File: config.mk
export PLATFORM = sky130hd
export DESIGN_NAME = fifo_sync_flags_flat
export DESIGN_NICKNAME = d
export VERILOG_FILES = /design/src/rtl/fifo_sync_flags_if.sv /design/src/rtl/fifo_sync_flags.sv /design/src/flat_wrapper.sv
export SDC_FILE = /design/constraint.sdc
export NUM_CORES = 1
export LEC_CHECK = 0
export ABC_AREA = 1
export BUFFER_PORTS_ARGS = -buffer_cell sky130_fd_sc_hd__buf_2
export CAP_MARGIN = 30
export CORE_MARGIN = 8
export CORE_UTILIZATION = 50
export DETAILED_ROUTE_END_ITERATION = 8
export GPL_TIMING_DRIVEN = 0
export PLACE_DENSITY_LB_ADDON = 0.05
export SYNTH_ARGS = -nofsm -noshare
export SYNTH_HDL_FRONTEND = slang
export SYNTH_SLANG_ARGS = --single-unit
File: constraint.sdc
create_clock -name clk -period 4.6 [get_ports clk]
set_input_delay 0.23 -clock clk [delete_from_list [all_inputs] [get_ports clk]]
set_output_delay 0.23 -clock clk [all_outputs]
set_load 0.02 [all_outputs]
File: src/rtl/fifo_sync_flags_if.sv
// fifo_sync_flags_if: write/read handshake, status flags and fill count of
// the single-clock FIFO. The master side is the producer/consumer logic and
// the slave side is the FIFO itself. Widths must match the FIFO instance.
interface fifo_sync_flags_if #(
  parameter int FIFO_WIDTH = 8,
  parameter int FIFO_addr  = 4
);
  logic                  wr_en;
  logic [FIFO_WIDTH-1:0] data_in;
  logic                  rd_en;
  logic                  err_clr;
  logic [FIFO_WIDTH-1:0] data_out;
  logic                  full;
  logic                  empty;
  logic                  almost_full;
  logic                  almost_empty;
  logic [FIFO_addr:0]    count;
  logic                  overflow;
  logic                  underflow;

  modport master (
    output wr_en, data_in, rd_en, err_clr,
    input  data_out, full, empty, almost_full, almost_empty, count,
           overflow, underflow
  );

  modport slave (
    input  wr_en, data_in, rd_en, err_clr,
    output data_out, full, empty, almost_full, almost_empty, count,
           overflow, underflow
  );
endinterface

File: src/rtl/fifo_sync_flags.sv
// fifo_sync_flags: single-clock FIFO of any depth with a live fill count,
// programmable almost-full/almost-empty thresholds and sticky
// overflow/underflow flags. All flags decode from the count register.
// Compile-time option: define FIFO_FWFT_EN for first-word-fall-through
// reads (data_out shows the head word combinationally, rd_en pops it);
// without it data_out is a register loaded on each accepted read.
module fifo_sync_flags #(
  parameter int FIFO_WIDTH = 8,
  parameter int FIFO_DEPTH = 16,
  parameter int FIFO_addr  = 4,
  parameter int AF_LEVEL   = 12,
  parameter int AE_LEVEL   = 4
) (
  input logic              clk,
  input logic              reset,
  fifo_sync_flags_if.slave bus
);

  localparam int CW = FIFO_addr + 1;
  localparam logic [CW-1:0]        DEPTH_C  = CW'(FIFO_DEPTH);
  localparam logic [CW-1:0]        AF_C     = CW'(AF_LEVEL);
  localparam logic [CW-1:0]        AE_C     = CW'(AE_LEVEL);
  localparam logic [FIFO_addr-1:0] LAST_PTR = FIFO_addr'(FIFO_DEPTH - 1);

  logic [FIFO_WIDTH-1:0] mem [FIFO_DEPTH];
  logic [FIFO_addr-1:0]  wr_ptr;
  logic [FIFO_addr-1:0]  rd_ptr;
  logic [CW-1:0]         count_q;
  logic                  overflow_q;
  logic                  underflow_q;
  logic                  wr_acc;
  logic                  rd_acc;

  // Pointers wrap by explicit compare so any depth works, not just 2^n.
  function automatic logic [FIFO_addr-1:0] next_ptr(input logic [FIFO_addr-1:0] p);
    return (p == LAST_PTR) ? '0 : p + 1'b1;
  endfunction

  // Flags decode straight from the registered count.
  assign bus.full         = (count_q == DEPTH_C);
  assign bus.empty        = (count_q == '0);
  assign bus.almost_full  = (count_q >= AF_C);
  assign bus.almost_empty = (count_q <= AE_C);
  assign bus.count        = count_q;
  assign bus.overflow     = overflow_q;
  assign bus.underflow    = underflow_q;

  // Accept decisions use the flags as they stood before the edge.
  assign wr_acc = bus.wr_en && !bus.full;
  assign rd_acc = bus.rd_en && !bus.empty;

  // Storage write; the array is deliberately left out of reset.
  // NOTE: memories carry no reset so they map onto plain RAM/register
  // arrays; the pointers and count already make stale words unreachable.
  always_ff @(posedge clk) begin
    if (wr_acc) mem[wr_ptr] <= bus.data_in;
  end

  // Pointer and fill-count bookkeeping for accepted accesses.
  // NOTE: state uses non-blocking assignments so every register samples the
  // pre-edge values, independent of statement order.
  always_ff @(posedge clk or posedge reset) begin
    if (reset) begin
      wr_ptr  <= '0;
      rd_ptr  <= '0;
      count_q <= '0;
    end else begin
      if (wr_acc) wr_ptr <= next_ptr(wr_ptr);
      if (rd_acc) rd_ptr <= next_ptr(rd_ptr);
      unique case ({wr_acc, rd_acc})
        2'b10:   count_q <= count_q + 1'b1;
        2'b01:   count_q <= count_q - 1'b1;
        default: count_q <= count_q;
      endcase
    end
  end

  // Sticky error flags; a new error beats a simultaneous clear.
  always_ff @(posedge clk or posedge reset) begin
    if (reset) begin
      overflow_q  <= 1'b0;
      underflow_q <= 1'b0;
    end else begin
      if (bus.wr_en && bus.full) overflow_q <= 1'b1;
      else if (bus.err_clr)      overflow_q <= 1'b0;
      if (bus.rd_en && bus.empty) underflow_q <= 1'b1;
      else if (bus.err_clr)       underflow_q <= 1'b0;
    end
  end

`ifdef FIFO_FWFT_EN
  // Head word falls through as soon as the FIFO is non-empty.
  assign bus.data_out = bus.empty ? '0 : mem[rd_ptr];
`else
  logic [FIFO_WIDTH-1:0] data_out_q;

  // Registered read: load the head word on an accepted read, hold otherwise.
  always_ff @(posedge clk or posedge reset) begin
    if (reset)       data_out_q <= '0;
    else if (rd_acc) data_out_q <= mem[rd_ptr];
  end

  assign bus.data_out = data_out_q;
`endif

endmodule

File: src/flat_wrapper.sv
// flat-port wrapper written by rule: the top's interface ports become plain ports
module fifo_sync_flags_flat 
#(
  parameter int FIFO_WIDTH = 8,
  parameter int FIFO_DEPTH = 16,
  parameter int FIFO_addr  = 4,
  parameter int AF_LEVEL   = 12,
  parameter int AE_LEVEL   = 4
)
  (clk, reset, bus_wr_en, bus_data_in, bus_rd_en, bus_err_clr, bus_data_out, bus_full, bus_empty, bus_almost_full, bus_almost_empty, bus_count, bus_overflow, bus_underflow);
  fifo_sync_flags_if #(.FIFO_WIDTH(FIFO_WIDTH), .FIFO_addr(FIFO_addr)) bus_i ();
  input logic clk;
  input logic reset;
  input wire logic [$bits(bus_i.wr_en)-1:0] bus_wr_en;
  input wire logic [$bits(bus_i.data_in)-1:0] bus_data_in;
  input wire logic [$bits(bus_i.rd_en)-1:0] bus_rd_en;
  input wire logic [$bits(bus_i.err_clr)-1:0] bus_err_clr;
  output wire logic [$bits(bus_i.data_out)-1:0] bus_data_out;
  output wire logic [$bits(bus_i.full)-1:0] bus_full;
  output wire logic [$bits(bus_i.empty)-1:0] bus_empty;
  output wire logic [$bits(bus_i.almost_full)-1:0] bus_almost_full;
  output wire logic [$bits(bus_i.almost_empty)-1:0] bus_almost_empty;
  output wire logic [$bits(bus_i.count)-1:0] bus_count;
  output wire logic [$bits(bus_i.overflow)-1:0] bus_overflow;
  output wire logic [$bits(bus_i.underflow)-1:0] bus_underflow;
  assign bus_i.wr_en = bus_wr_en;
  assign bus_i.data_in = bus_data_in;
  assign bus_i.rd_en = bus_rd_en;
  assign bus_i.err_clr = bus_err_clr;
  assign bus_data_out = bus_i.data_out;
  assign bus_full = bus_i.full;
  assign bus_empty = bus_i.empty;
  assign bus_almost_full = bus_i.almost_full;
  assign bus_almost_empty = bus_i.almost_empty;
  assign bus_count = bus_i.count;
  assign bus_overflow = bus_i.overflow;
  assign bus_underflow = bus_i.underflow;
  fifo_sync_flags #(.FIFO_WIDTH(FIFO_WIDTH), .FIFO_DEPTH(FIFO_DEPTH), .FIFO_addr(FIFO_addr), .AF_LEVEL(AF_LEVEL), .AE_LEVEL(AE_LEVEL)) u_core (.clk(clk), .reset(reset), .bus(bus_i));
endmodule
==> qor.csv <==
stage;metric;value;unit
worst_setup_path;Startpoint Class;flop;
timing;hold slack;0.04474;ns
worst_setup_path;Worst Path Required;4.90;ns
detailed_routing;wire per inst;17.75;um
clock_network;clk sinks;151;
timing;max frequency;405.7;MHz
grt;grt met1 use;0.2532;
floorplanning;chip width;131.5;um
grt;GRT met2 Usage;0.3038;
run;max-cap check violation count;0;
place;Post-DP Area;0.007068;mm^2
timing;count of final max-slew check failures;0;
floorplanning;Initial Utilization;0.5073;
yosys;synthesized netlist cell count;656;
pwr;leak pwr;3.342;nW
worst_hold_path;worst hold path type;input pin to flop;
yosys;YS warnings;0;
pwr;PwrDens;629.6;mW/mm^2
timing;relative slew slack;0.4377;
yosys;sequential fraction of the synthesis area;0.6630;
grt;global-route wire length before repair;25.03;mm
grt;antenna violations before repair;0;
place;dpl ws;2.154;ns
clock_network;insertion delay to the later sink of the worst-skew pair;0.42;ns
grt;routing usage on met3;0.03773;
run_status;status;completed;
detailed_routing;total wire length;15.94;mm
yosys;Mapped Nets;678;
final_layout;most frequent cells in the layout;189 x nand2_1, 128 x edfxtp_1, 103 x inv_1;
timing;Clock Skew;0.006671;ns
clock_network;CTS tree;done;
place;dpl hpwl;10.75;mm
timing;RSZ-0062 raised after global routing;false;
final_layout;final instance area;0.007660;mm^2
timing;Final Hold Vio Count;0;
final_layout;share of layout cells above drive strength 1;0.1205;
clock_network;H-tree levels;4;
final_layout;Inserted Diodes;0;
place;Port Buf Inserts;31;
timing;period utilisation layout;0.5359;
clock_network;Root Driver;clkbuf_16;
grt;largest net degree at the start of global routing;22;
final_layout;Net count, final;731;
yosys;Netlist cell types;21;
detailed_routing;DRC Markers;0;
worst_setup_path;critical path class;flop to flop;
floorplanning;Die H;131.5;um
timing;setup ws final;2.135;ns
grt;busiest layer in global routing;met2;
place;Cells after DPL;864;
grt;Total GRT Usage;0.1923;
final_layout;Area Overhead vs Synth;14.92;%
detailed_routing;vias;4565;
worst_setup_path;data arrival time of the critical path;2.76;ns
timing;actual slew at the worst max-slew pin;0.8404;ns
timing;Fin Setup TNS;0;ns
floorplanning;total die area;0.01728;mm^2
final_layout;fillers;1182;
timing;setup violators final;0;
clock_network;post-CTS sizing;0;
clock_network;clock buffer depth;2;
detailed_routing;DRT antenna net count;0;
floorplanning;core area;0.01314;mm^2
yosys;synthesized area per cell;10.16;um^2
floorplanning;# IOs;32;
pwr;VDD IR-drop max;0.3325;mV
floorplanning;FP Rows;42;
yosys;register bit count reported by yosys;151;
yosys;mapped cell area;0.006665;mm^2
worst_setup_path;CP max FO;11;
worst_setup_path;Setup crit end kind;flop;
timing;minimum clock period;2.465;ns
final_layout;most common cell after layout, fill and taps aside;nand2_1;
final_layout;Non-Filler Instances;898;
grt;GRT overflow;0;
detailed_routing;DRT iter0 DRCs;366;
clock_network;clock slew at reported path FFs;0.06;ns
grt;vias in the first global route;4418;
detailed_routing;drt via density;5.084;
clock_network;cts bufs inserted;17;
place;GP Congestion;0.8525;
detailed_routing;drt pass-1 iters;4;
layout make-up:
type	count	area (um^2)	area share
Sequential cell	151	4419	0.5769
Multi-Input combinational cell	374	1685	0.2200
Clock buffer	18	439.2	0.05733
Inverter	107	401.6	0.05243
Tap cell	176	220.2	0.02875
Timing Repair Buffer	34	202.7	0.02646
Buffer	24	158.9	0.02074
Clock inverter	14	132.6	0.01731
cells in the mapped netlist:
cell        n  area [um^2]
buf_4       6        45.04
edfxtp_1  128         3844
o21ai_0    11        55.05
a21oi_1    17        85.08
ha_1        9        112.6
inv_1     103        386.6
clkinv_1    3        11.26
nand3_1   100        500.5
buf_6       4        45.04
nand2_1   189        709.4
nor3_1      1        5.000
xnor2_1     2        17.52
inv_2       1        3.750
nand3b_1    1        7.510
a21boi_0    1        7.510
buf_2      13        65.06
clkbuf_1    1        3.750
nor2_1     38        142.6
o21bai_1    1        7.510
xor2_1      4        35.03
dfrtp_1    23        575.6
critical path, stage by stage, from the launching register on:
cell and delay (ns):
dfrtp_1 0.43, nor2_1 0.22, nand3_1 0.12, nand2_1 0.08, inv_1 0.09, buf_2 0.21, ha_1 0.29, ha_1 0.35
inv_1 0.07, o21bai_1 0.17, inv_1 0.07, nand3b_1 0.08, nand2_1 0.05, nand2_1 0.04, o21ai_0 0.07
power breakdown:
group / switching [mW] / total, mW / internal [mW]
clock network: 0.535 / 1.34 / 0.804
logic: 1.14 / 1.66 / 0.520
registers: 0.121 / 1.82 / 1.70
per-stage QoR:
step | util | power [mW]
finish | 0.5830 | 4.823
global route | 0.5830 | 5.110
CTS | 0.5830 | 4.842
detailed placement | 0.5380 | 3.507
global placement | 0.5359 | 3.470
floorplan | - | 2.949
flip-flops by register name, summed over array words and instances (netlist names):
register and flops:
u_core.bus.count 5, u_core.bus.data_out 8, u_core.mem 128, u_core.bus.overflow 1, u_core.wr_ptr 4, u_core.bus.underflow 1, u_core.rd_ptr 4
cells by family after synthesis:
| logic type | Yosys count | synth area share |
|---|---|---|
| AND/OR/NAND/NOR | 329 | 0.2048 |
| buffers and inverters | 131 | 0.08410 |
| AO/OA/AOI/OAI | 30 | 0.02328 |
| adder cells (fa/ha/maj) | 9 | 0.01690 |
| XOR/XNOR | 6 | 0.007884 |
| flip-flops | 151 | 0.6630 |
path summary, 6_finish.rpt:
path	slack, ns	endpoint	depth (start not counted)	startpoint
setup / recovery	2.13	u_core.bus.count[4]	14	u_core.bus.count[0]
hold / removal	0.04	u_core.bus.underflow	3	bus_rd_en
setup reg to reg	2.13	u_core.bus.count[4]	14	u_core.bus.count[0]
hold reg to reg	0.53	u_core.bus.data_out[1]	2	u_core.bus.data_out[1]
max in group asynchronous	3.97	u_core.bus.data_out[7]	4	reset
min in group asynchronous	0.26	u_core.bus.overflow	3	reset
routing by layer:
metal,routed length (um),part of all wire,vias up
met2,7526,0.47,98
met4,399,0.025,0
met5,0,0,-
met1,7296,0.46,2202
li1,-,-,2234
met3,717,0.045,31
timing repair:
item | in CTS | in global routing
hold buffers | 2 | 0
setup endpoints to repair | 0 | 0
endpoints found under the hold margin | 24 | 0
setup buffers | 0 | 0
No activity file was read; power rests on OpenSTA's default activity.
